$ cat src/rtl/lifo_pkg.sv
`default_nettype none
// ============================================================
// Module : lifo_pkg
// Desc   : Shared types and helpers for the lifo_stack block.
// Rev    : 1.0
// ============================================================
package lifo_pkg;

  typedef enum logic [1:0] {
    OP_IDLE = 2'd0,
    OP_PUSH = 2'd1,
    OP_POP  = 2'd2,
    OP_SWAP = 2'd3
  } op_e;

  function automatic int cnt_w(input int depth);
    return $clog2(depth + 1);
  endfunction

  // Clear dominates; a cleared cycle performs no stack operation.
  function automatic op_e decode_op(input logic clr, input logic push, input logic pop);
    if (clr)              return OP_IDLE;
    else if (push && pop) return OP_SWAP;
    else if (push)        return OP_PUSH;
    else if (pop)         return OP_POP;
    else                  return OP_IDLE;
  endfunction

endpackage
`default_nettype wire

$ cat src/rtl/lifo_mem.sv
`default_nettype none
// ============================================================
// Module : lifo_mem
// Desc   : WIDTH x DEPTH register array, 1 sync write, 1 async read.
// Rev    : 1.0
// ============================================================
module lifo_mem #(
  parameter int WIDTH = 8,
  parameter int DEPTH = 16,
  parameter int AW    = (DEPTH > 1) ? $clog2(DEPTH) : 1
) (
  input  logic             clk,
  input  logic             we_i,
  input  logic [AW-1:0]    waddr_i,
  input  logic [WIDTH-1:0] wdata_i,
  input  logic [AW-1:0]    raddr_i,
  output logic [WIDTH-1:0] rdata_o
);

  logic [WIDTH-1:0] mem_q [DEPTH];

  // Storage is deliberately not reset; validity is tracked by the count.
  always_ff @(posedge clk) begin
    if (we_i) begin
      mem_q[waddr_i] <= wdata_i;
    end
  end

  assign rdata_o = mem_q[raddr_i];

endmodule
`default_nettype wire

$ cat src/rtl/lifo_stack.sv
`default_nettype none
// ============================================================
// Module : lifo_stack
// Desc   : Parametrised LIFO with peek, swap, flags and sync clear.
// Rev    : 1.0
// ============================================================
module lifo_stack
  import lifo_pkg::*;
#(
  parameter int WIDTH     = 8,
  parameter int DEPTH     = 16,
  parameter int AF_MARGIN = 2
) (
  input  logic                    clk,
  input  logic                    rst_n,
  input  logic                    clr_i,
  input  logic                    push_i,
  input  logic                    pop_i,
  input  logic [WIDTH-1:0]        wdata_i,
  output logic [WIDTH-1:0]        rdata_o,
  output logic                    rvalid_o,
  output logic [WIDTH-1:0]        top_o,
  output logic [cnt_w(DEPTH)-1:0] count_o,
  output logic                    empty_o,
  output logic                    full_o,
  output logic                    almost_full_o,
  output logic                    ovf_o,
  output logic                    udf_o
);

  localparam int CW = cnt_w(DEPTH);
  localparam int AW = (DEPTH > 1) ? $clog2(DEPTH) : 1;

  generate
    if (DEPTH < 2 || AF_MARGIN < 0 || AF_MARGIN >= DEPTH || WIDTH < 1) begin : g_param_check
      $error("lifo_stack: illegal parameters (WIDTH>=1, DEPTH>=2, 0<=AF_MARGIN<DEPTH)");
    end
  endgenerate

  logic [CW-1:0]    count_q, count_d;
  logic [WIDTH-1:0] rdata_q, rdata_d;
  logic             rvalid_q, rvalid_d;
  logic             ovf_q, ovf_d;
  logic             udf_q, udf_d;

  logic             mem_we;
  logic [AW-1:0]    mem_waddr;
  logic [WIDTH-1:0] mem_top;
  logic [CW-1:0]    top_full_idx;
  logic [AW-1:0]    top_idx;
  logic             is_empty, is_full;
  op_e              op;

  assign is_empty     = (count_q == '0);
  assign is_full      = (count_q == CW'(DEPTH));
  assign top_full_idx = count_q - CW'(1);
  assign top_idx      = top_full_idx[AW-1:0];

  lifo_mem #(
    .WIDTH (WIDTH),
    .DEPTH (DEPTH),
    .AW    (AW)
  ) u_mem (
    .clk     (clk),
    .we_i    (mem_we),
    .waddr_i (mem_waddr),
    .wdata_i (wdata_i),
    .raddr_i (top_idx),
    .rdata_o (mem_top)
  );

  always_comb begin
    op        = decode_op(clr_i, push_i, pop_i);
    count_d   = count_q;
    rdata_d   = rdata_q;
    rvalid_d  = 1'b0;
    ovf_d     = ovf_q;
    udf_d     = udf_q;
    mem_we    = 1'b0;
    mem_waddr = count_q[AW-1:0];
    if (clr_i) begin
      count_d = '0;
      ovf_d   = 1'b0;
      udf_d   = 1'b0;
    end else begin
      case (op)
        OP_PUSH: begin
          if (is_full) begin
            ovf_d = 1'b1;
          end else begin
            mem_we  = 1'b1;
            count_d = count_q + CW'(1);
          end
        end
        OP_POP: begin
          if (is_empty) begin
            udf_d = 1'b1;
          end else begin
            rdata_d  = mem_top;
            rvalid_d = 1'b1;
            count_d  = top_full_idx;
          end
        end
        OP_SWAP: begin
          rvalid_d = 1'b1;
          // An empty swap is a pure pass-through; nothing is stored.
          if (is_empty) begin
            rdata_d = wdata_i;
          end else begin
            rdata_d   = mem_top;
            mem_we    = 1'b1;
            mem_waddr = top_idx;
          end
        end
        default: ;
      endcase
    end
  end

  always_ff @(posedge clk or negedge rst_n) begin
    if (!rst_n) begin
      count_q  <= '0;
      rdata_q  <= '0;
      rvalid_q <= 1'b0;
      ovf_q    <= 1'b0;
      udf_q    <= 1'b0;
    end else begin
      count_q  <= count_d;
      rdata_q  <= rdata_d;
      rvalid_q <= rvalid_d;
      ovf_q    <= ovf_d;
      udf_q    <= udf_d;
    end
  end

  assign rdata_o       = rdata_q;
  assign rvalid_o      = rvalid_q;
  assign top_o         = is_empty ? '0 : mem_top;
  assign count_o       = count_q;
  assign empty_o       = is_empty;
  assign full_o        = is_full;
  assign almost_full_o = (count_q >= CW'(DEPTH - AF_MARGIN));
  assign ovf_o         = ovf_q;
  assign udf_o         = udf_q;

endmodule
`default_nettype wire

$ cat config.mk
export PLATFORM = sky130hd
export DESIGN_NAME = lifo_stack
export DESIGN_NICKNAME = d
export VERILOG_FILES = /design/src/rtl/lifo_pkg.sv /design/src/rtl/lifo_mem.sv /design/src/rtl/lifo_stack.sv
export SDC_FILE = /design/constraint.sdc
export NUM_CORES = 1
export LEC_CHECK = 0
export CORE_MARGIN = 2
export CORE_UTILIZATION = 50
export CTS_CLUSTER_DIAMETER = 200
export CTS_CLUSTER_SIZE = 16
export DETAILED_ROUTE_END_ITERATION = 12
export GPL_TIMING_DRIVEN = 1
export PLACE_DENSITY_LB_ADDON = 0.15
export SYNTH_ARGS = -nofsm -noshare
export SYNTH_HDL_FRONTEND = slang
export SYNTH_SLANG_ARGS = --single-unit
$ cat constraint.sdc
create_clock -name clk -period 3.4 [get_ports clk]
set_clock_uncertainty 0.05 [all_clocks]
set_input_delay 0.34 -clock clk [delete_from_list [all_inputs] [get_ports clk]]
set_output_delay 0.34 -clock clk [all_outputs]
set_load 0.03 [all_outputs]
==> flow_metrics.py <==
metrics = {
    "setup_path": {
        "worst-setup-path-type": "reg2out",
        "critical_path_depth": 8,
        "critical_path.n_buffers_inverters": 3,
        "reg2reg_setup_slack_ps": 590,
        "r2r-start": "count_o[0]",
        "cp-start-kind": "flop",
        "cp_cell_sequence": "inv_1, ha_1, buf_4, mux4_2, mux2i_1, mux2_2, nor2_1, buf_4",
        "cp.arrival_ps": 2760,
        "worst_ep_required_time_ps": 3010,
        "critical_path.max_stage_delay_ps": 490,
        "setup.worst_path.end": "top_o[3]",
        "startpoint": "count_o[1]",
        "worstRegToRegCells": 7,
        "reg2reg_to": "u_mem.mem_q[13][5]",
        "worst_setup_path_end_kind": "primary output",
        "critPathSlowestCell": "dfrtp_2",
        "crit_path_frequent_cell": "buf_4",
        "crit_fanout": 20,
        "timing.critical_path.max_delay_family": "multiplexers",
    },
    "min_path": {
        "hold_path.class": "in2async",
    },
    "floorplanning": {
        "dieWidth_um": 115,
        "start_util_pct": 51.2,
        "fp-row-count": 40,
        "die-height_um": 115,
        "coreArea_mm2": 0.0120,
        "ios": 40,
        "design.die.area_mm2": 0.0132,
    },
    "cells_and_area": {
        "post-route-cell-area_mm2": 0.00727,
        "layout.cells.most_common_list": "edfxtp_1, nor2_1, mux4_2",
        "postLayoutCoreUtil_pct": 60.6,
        "drive_gt1_share_pct": 28.8,
        "nets": 416,
        "syn_to_final_growth_pct": 18.3,
        "mostFrequentLayoutCell": "edfxtp_1",
        "final-instance-count-excl-fill": 560,
        "antenna_cells": 0,
    },
    "sta": {
        "setup_total_negative_slack_ps": 0,
        "fin_crit_ps": 3150,
        "setup_viol": 0,
        "slew_headroom_pct": 44.2,
        "timing.fmax_ghz": 0.317,
        "hold_viol_final": 0,
        "post-route-period-util_pct": 92.8,
        "worst_slew_pin_slew_ps": 834,
        "grt_setup_unrepaired": "no",
        "maxSlewViolCount": 0,
    },
    "clock_tree": {
        "tritoncts": "done",
        "cts_max_level": 4,
        "cts_made_buffers": 17,
        "postCtsSetupRepairBufs": 0,
        "insertion_delay_ps": 410,
        "clock_transition_at_the_registers_of_the_reported_paths_ps": 60,
        "clock_tree.root_cell": "clkbuf_16",
        "clockBufferDepth": 2,
        "tritoncts_num_sinks": 144,
    },
    "routing": {
        "vias": 3298,
        "final_antenna_net_count": 0,
        "drt_iter0_markers": 448,
        "routed_via_density": 5.89,
        "post-route-drc-count": 0,
        "pre_repair_dr_iteration_count": 5,
        "avg_wl_per_cell_um": 22.5,
        "postRouteWirelength_um": 12600,
    },
    "global_routing": {
        "globalRoute.totalOverflow": 0,
        "antenna_found_initial": 0,
        "grt_start_max_net_pins": 24,
        "first_global_vias": 3190,
        "globalRouteTotalUtil_pct": 20.9,
        "global_route_wire_length_before_repair_um": 19300,
    },
    "placement": {
        "port-buffer-count": 39,
        "dpl.hpwl_um": 8190,
        "place.detailed.instances": 528,
        "placement.cell_area_mm2": 0.00672,
        "gp_routability_congestion": 0.820,
    },
    "yosys": {
        "ys.warnings.count": 0,
        "syn_area_mm2": 0.00615,
        "syn-instance-count": 343,
        "synth.avg_cell_area_um2": 17.9,
        "number_of_nets_produced_by_synthesis": 359,
        "synth_top_cell_by_area": "edfxtp_1",
        "synth_top_cells_by_area": "edfxtp_1, mux4_2, dfrtp_1, mux2i_1, mux2_2",
        "synth-seq-area-share_pct": 69.0,
        "synthDominantCellAreaShare_pct": 62.5,
        "ys_seq_elements": 144,
        "ys_types": 43,
    },
    "power": {
        "p_leak_uw": 0.00250,
        "power_per_cell_area_mw_per_mm2": 678,
        "ir_drop_v": 0.000441,
    },
    "run_status": {
        "status": "finished clean",
    },
    "job": {
        "drv.max_cap_violation_count": 0,
    },
}
## state kept, by name (all words and copies together), names as in the netlist
| name | count |
|---|---|
| udf_o | 1 |
| rvalid_o | 1 |
| count_o | 5 |
| rdata_o | 8 |
| ovf_o | 1 |
| u_mem.mem_q | 128 |
## through the flow
stage / setup slack (ps) / hold slack, ps / power, µW
floorplan: 140 / -5.59 / 2870
global placement: 566 / 432 / 3230
detailed placement: 525 / 441 / 3250
CTS: 66.5 / 358 / 4970
global route: 116 / 391 / 5130
finish: 246 / 328 / 4930
## cells in the mapped netlist, drive strengths merged
master,n
edfxtp,128
nor2,34
mux4,32
mux2i,18
dfrtp,16
mux2,16
buf,12
nand2,12
o21ai,11
clkbuf,8
a31oi,7
nand2b,5
nor4,5
or3,5
inv,4
a211oi,3
a21oi,3
ha,3
nor3,3
xnor2,2
a2bb2o,1
a31o,1
and3,1
and3b,1
and4bb,1
nand3b,1
nand4b,1
nor3b,1
o211ai,1
o21bai,1
o22a,1
o31a,1
o32ai,1
or2,1
or4b,1
xor2,1
## power by group
group,switching (µW),leakage [µW],internal [µW]
logic,659,0.000875,498
clock network,671,0.000274,1060
registers,41.5,0.00135,2000
total,1370,0.00250,3560
## cell families (layout without fill, tap and decap cells)
| logic type | after synthesis | in the layout | share of synthesized area [%] |
|---|---|---|---|
| and+or+nand+nor | 72 | 72 | 5.74 |
| DFF | 144 | 144 | 69.0 |
| adders and majority gates | 3 | 3 | 0.610 |
| xor gates and xnor gates | 3 | 3 | 0.733 |
| AOI/OAI and AO/OA | 31 | 31 | 3.93 |
| muxes | 66 | 66 | 17.6 |
| buffers and inverters | 24 | 94 | 2.40 |
## worst register-to-register path: cells and delay by family, from the launching register on
kind                     cells  cell delay [ps]
buffers and inverters        2              390
adder cells (fa/ha/maj)      1              220
AO/OA/AOI/OAI                1              480
AND/OR/NAND/NOR              3              950
flip-flops                   1              390
## area by class of cell
class	instances	area, µm²
Clock buffer	17	425
Fill cell	875	4740
Sequential cell	144	4250
Clock inverter	15	125
Tap cell	147	184
Inverter	4	17.5
Timing Repair Buffer	58	517
Multi-Input combinational cell	175	1760
## per-layer routing
layer  GRT usage, %  up-vias  wire [µm]
met2           30.4      128       5780
met5              0        -          0
met4           7.71        0        189
met1           30.7     1676       5770
li1               -     1480          -
met3           5.69       14        859
## repair_timing
action                                  4_1_cts  5_1_grt
gates resized for setup                       0        2
hold buffers                                  0        0
endpoints found under the setup margin        0        4
endpoints found under the hold margin         0        0
## worst min path at each step
stage,slack (ps),end,startpoint,cells past startpoint
global route,390,count_o[2],rst_n,1
global placement,430,udf_o,udf_o,2
detailed placement,440,udf_o,udf_o,2
floorplan,-6,count_o[0],rst_n,0
finish,330,rvalid_o,rst_n,1
CTS,360,rvalid_o,rst_n,1
(Power assumes the default switching activity.)
==> RTL edit 1 (config.mk and constraints unchanged) <==
Reset style: synchronous (`rst_n`), changed in one clocked block. Comments in the files are not updated.
--- a/src/rtl/lifo_stack.sv
+++ b/src/rtl/lifo_stack.sv
@@ -119,3 +119,3 @@
 
-  always_ff @(posedge clk or negedge rst_n) begin
+  always_ff @(posedge clk) begin
     if (!rst_n) begin
Function: differs if rst_n is asserted again (counterexample within 4 cycles, from zero or initial values and one cycle with rst_n low); with rst_n held inactive, the same outputs for 4 cycles.
==> RTL edit 1 against the original RTL <==
  * Final cell count up 14%
  * Area after synthesis up 4.9%
  * Die area up 4.8%
  * Routed wire length up 15%
  * Design area up 6.4%
  * Largest cell class unchanged
  * Register-to-register slack worse by 0.27 ns
  * Sequential cell count unchanged
  * Non-clock buffer count up 7
  * Setup slack worse by 0.099 ns
Power is not compared: it rests on default switching activity, and its combinational part moved more than twofold at a synthesized area within 25%.
==> RTL edit 1: results (changes against the original RTL) <==
metric;value;unit;change
start_util;51.1;%;-0.068 points
grt_pass1_wl;21.9;mm;+13%
synth.area.top_cells;edfxtp_1 60%, mux4_2 8.4%, mux2_2 6.5%, dfxtp_1 5.0%, nor2_1 2.0%;;
htreeDepth;4;;unchanged
synthAdderAreaFrac;0.776;%;+0.17 points
dr.pass1.iters;4;;-1
syn_nets;411;;+14%
cts_made_buffers;17;;unchanged
grt_max_degree;38;;+58%
p_int;3.22;mW;
clk_path_buf_depth;2;;unchanged
min_path_type;reg2reg;;
async_flop_share;0;%;-11 points
design_area;0.00774;sq mm;+6.4%
synthXorXnorAreaFrac;0.659;%;-0.073 points
ir_drop;0.384;mV;
fin_hold_ws;0.417;ns;+0.0886 ns
place_area;0.00712;sq mm;+6.1%
gp_congestion;0.850;;+3.7%
r2r_slack;0.32;ns;-0.27 ns
dp_hpwl;9.26;mm;+13%
crit_fanout;19;;-5.0%
setup_slack;0.147;ns;-0.0991 ns
yosysSeqAreaShare;64.5;%;-4.5 points
switching_share;22.2;%;
slew_headroom;30.9;%;-13 points
critPathArrivalTime;2.86;ns;+0.10 ns
wl;14.5;mm;+15%
outcome;complete, no violations;;
synth.top_cells.by_count;128 x edfxtp_1, 37 x mux2_2, 35 x nor2_1;;
yosysUniqueCellTypes;59;;+37%
dpl_worst_slack;0.265;ns;-0.260 ns
synthCells;394;;+15%
grt_use_total;21.5;%;+0.59 points
synthMuxAreaShare;16.8;%;-0.82 points
nets;472;;+13%
grt_antenna_before_repair;0;;unchanged
drt_iter0_drc;294;;-34%
drive_above_1_share;29.5;%;+0.67 points
num_vias;3755;;+14%
grt_pass1_vias;3648;;+14%
dpl.cell_count;607;;+15%
synth_compound_area_share;7.35;%;+3.4 points
[RTL edit 1: changes by cell type after synthesis, sizes merged, moves of 8 or more]
cell	before	now
o21ai	11	20
mux2	16	40
dfrtp	16	0
mux4	32	24
a221oi	0	8
mux2i	18	9
dfxtp	0	16
nor2b	0	11
[RTL edit 1: layer usage]
metal  track usage [%]  vias up  part of all wire, %
li1                  -     1689                    -
met1              29.6     1909                   44
met2              33.8      141                   48
met3              5.18       16                  6.3
met5                 0        -                    0
met4              7.38        0                  1.4
[RTL edit 1: worst paths after layout]
kind | end | start | cells past startpoint
min reg2reg | ovf_o | ovf_o | 2
min | ovf_o | ovf_o | 2
max | top_o[1] | count_o[1] | 8
max reg2reg | u_mem.mem_q[14][6] | count_o[1] | 7
[RTL edit 1: kinds of logic (layout without fill, tap and decap cells)]
| kind of cell | after synthesis | count (layout) |
|---|---|---|
| flops | 144 | 144 |
| simple gates | 82 | 82 |
| mux | 73 | 73 |
| compound gates | 58 | 58 |
| buf+inv | 29 | 103 |
| fa+ha+maj | 4 | 4 |
| xor+xnor | 4 | 4 |
[RTL edit 1: worst max-delay path: stages, from the launching register on]
cell and delay, ns:
dfxtp_1 0.33, inv_1 0.11, ha_4 0.34, buf_12 0.17, mux2_2 0.35, mux4_2 0.49, mux2i_1 0.23, nor2_1 0.06
dlygate4sd2_1 0.35
[RTL edit 1: area by class of cell]
type,count,share of cell area (%)
sequential,144,53.8
multi-input combinational,221,27.3
timing repair buffer,65,7.98
clock buffer,17,5.50
tap,172,2.78
clock inverter,15,2.15
inverter,6,0.453
[RTL edit 1: repair_timing]
action | CTS | global route
resized for setup | 8 | 1
endpoints found under the setup margin | 8 | 1
gates cloned | 0 | 1
pin swaps | 0 | 0
==> RTL edit 2 (same settings) <==
Without the edit above. `DEPTH` is set to 16 in 2 places; all go to 8.
--- a/src/rtl/lifo_mem.sv
+++ b/src/rtl/lifo_mem.sv
@@ -8,3 +8,3 @@
   parameter int WIDTH = 8,
-  parameter int DEPTH = 16,
+  parameter int DEPTH = 8,
   parameter int AW    = (DEPTH > 1) ? $clog2(DEPTH) : 1
--- a/src/rtl/lifo_stack.sv
+++ b/src/rtl/lifo_stack.sv
@@ -10,3 +10,3 @@
   parameter int WIDTH     = 8,
-  parameter int DEPTH     = 16,
+  parameter int DEPTH     = 8,
   parameter int AF_MARGIN = 2
Interface: changed (resized count_o); port bits go from 40 to 39. The function was not compared with the original's and may differ.
==> RTL edit 2 against the original RTL <==
  * Clock power down 61%
  * Via count down 36%
  * Die area down 42%
  * Utilization up 0.95 points
  * Sequential cell count down 65
  * Routed wire length down 43%
  * Power down 40%
  * Combinational power down 4%
  * Area after synthesis down 44%
  * Final cell count down 37%
  * Setup slack better by 0.025 ns
  * Design area down 43%
  * Critical endpoint is now empty_o
  * Largest cell class unchanged
  * Highest routed layer unchanged
==> RTL edit 2: results (changes against the original RTL) <==
metric;value;unit;change
grt_pass1_wl;10.9;mm;-44%
nonClockBufferCount;53;;-8.6%
use_met3;5.40;%;-0.29 points
ir_drop;0.308;mV;-30%
nets;286;;-31%
largest_reg_flops;64;;-50%
via_per_inst;5.97;;+1.3%
clkbuf_count;13;;-4
yosysUniqueCellTypes;41;;-4.7%
fillers;526;;-40%
grt_pass1_vias;1964;;-38%
p_leak;1.47;nW;-41%
syn_nets;236;;-34%
buf_share;11.4;%;+4.3 points
clkSinkCount;79;;-45%
synth-edff-count;64;;-50%
drive_above_1_share;21.2;%;-7.6 points
wl;7.15;mm;-43%
pwr-share-seq;39.7;%;-1.8 points
pg_clk;0.680;mW;-61%
grt_max_degree;25;;+4.2%
multi_input_area;0.00107;sq mm;-39%
nNonClkInverters;5;;+1
switching_share;34.6;%;+6.8 points
dr_wl_met3;362;microns;-58%
clk_share;4.70;%;-2.9 points
seq-cell-share;55.3;%;-3.1 points
gp_congestion;0.883;;+7.7%
gr-usage-met1;30.5;%;-0.24 points
yosysSeqAreaShare;66.3;%;-2.7 points
synth.area.top_cells;edfxtp_1 55%, dfrtp_1 11%, mux4_2 10%, mux2i_1 2.3%, nor3_1 1.7%;;
clock_latency;0.34;ns;-0.07 ns
wl_met1;3.41;mm;-41%
critPathArrivalTime;2.74;ns;-0.02 ns
cts-root-buf;clkbuf_8;;
grt_use_total;19.9;%;-1.0 points
crit_fanout;9;;-55%
outcome;complete, no violations;;
async_flop_share;19.0;%;+7.9 points
wl_met2;3.30;mm;-43%
dr.pass1.iters;4;;-1
-- RTL edit 2: cell count changes in the layout (fill, tap and decap cells not counted), moves of 9 or more --
cell,unedited run,this run
mux4_2,32,16
mux2i_1,18,8
mux2_2,16,0
clkbuf_16,17,0
nor2_1,34,12
nor3_1,3,12
clkbuf_8,0,10
edfxtp_1,128,64
-- RTL edit 2: worst paths after layout --
check	start	to	slack [ns]	cells past startpoint
min in group clk	ovf_o	ovf_o	0.45	2
min	rst_n	count_o[3]	0.37	1
max	count_o[1]	empty_o	0.27	6
max reg2reg	count_o[1]	rdata_o[7]	0.60	8
min reg2reg	ovf_o	ovf_o	0.45	2
max in group asynchronous	rst_n	rdata_o[5]	2.48	1
-- RTL edit 2: critical path, cell delays in order, from the launching register on --
cell and delay (ns):
dfrtp_1 0.46, inv_1 0.14, ha_1 0.21, or3b_1 0.49, inv_1 0.20, buf_4 0.21
clkdlybuf4s50_1 0.68
-- RTL edit 2: through the flow --
step	util [%]	area [sq um]	hold WS, ns	worst slack [ns]	instances
2_1_floorplan	-	3470	-0.00559	0.118	219
4_1_cts	61.5	4160	0.382	0.273	354
3_3_place_gp	58.6	3960	0.430	0.643	338
5_1_grt	61.5	4160	0.394	0.130	354
3_5_place_dp	58.6	3960	0.437	0.564	338
6_report	61.5	4160	0.372	0.272	354
-- RTL edit 2: logic make-up (layout without fill, tap and decap cells) --
kind of cell | after synthesis | count (layout) | synth area share (%)
flip-flops | 79 | 79 | 66.3
XOR/XNOR | 1 | 1 | 0.253
adder cells (fa/ha/maj) | 4 | 4 | 1.44
AO/OA/AOI/OAI | 37 | 37 | 7.22
multiplexers | 25 | 25 | 13.0
buffers and inverters | 19 | 74 | 2.82
AND/OR/NAND/NOR | 54 | 54 | 8.95
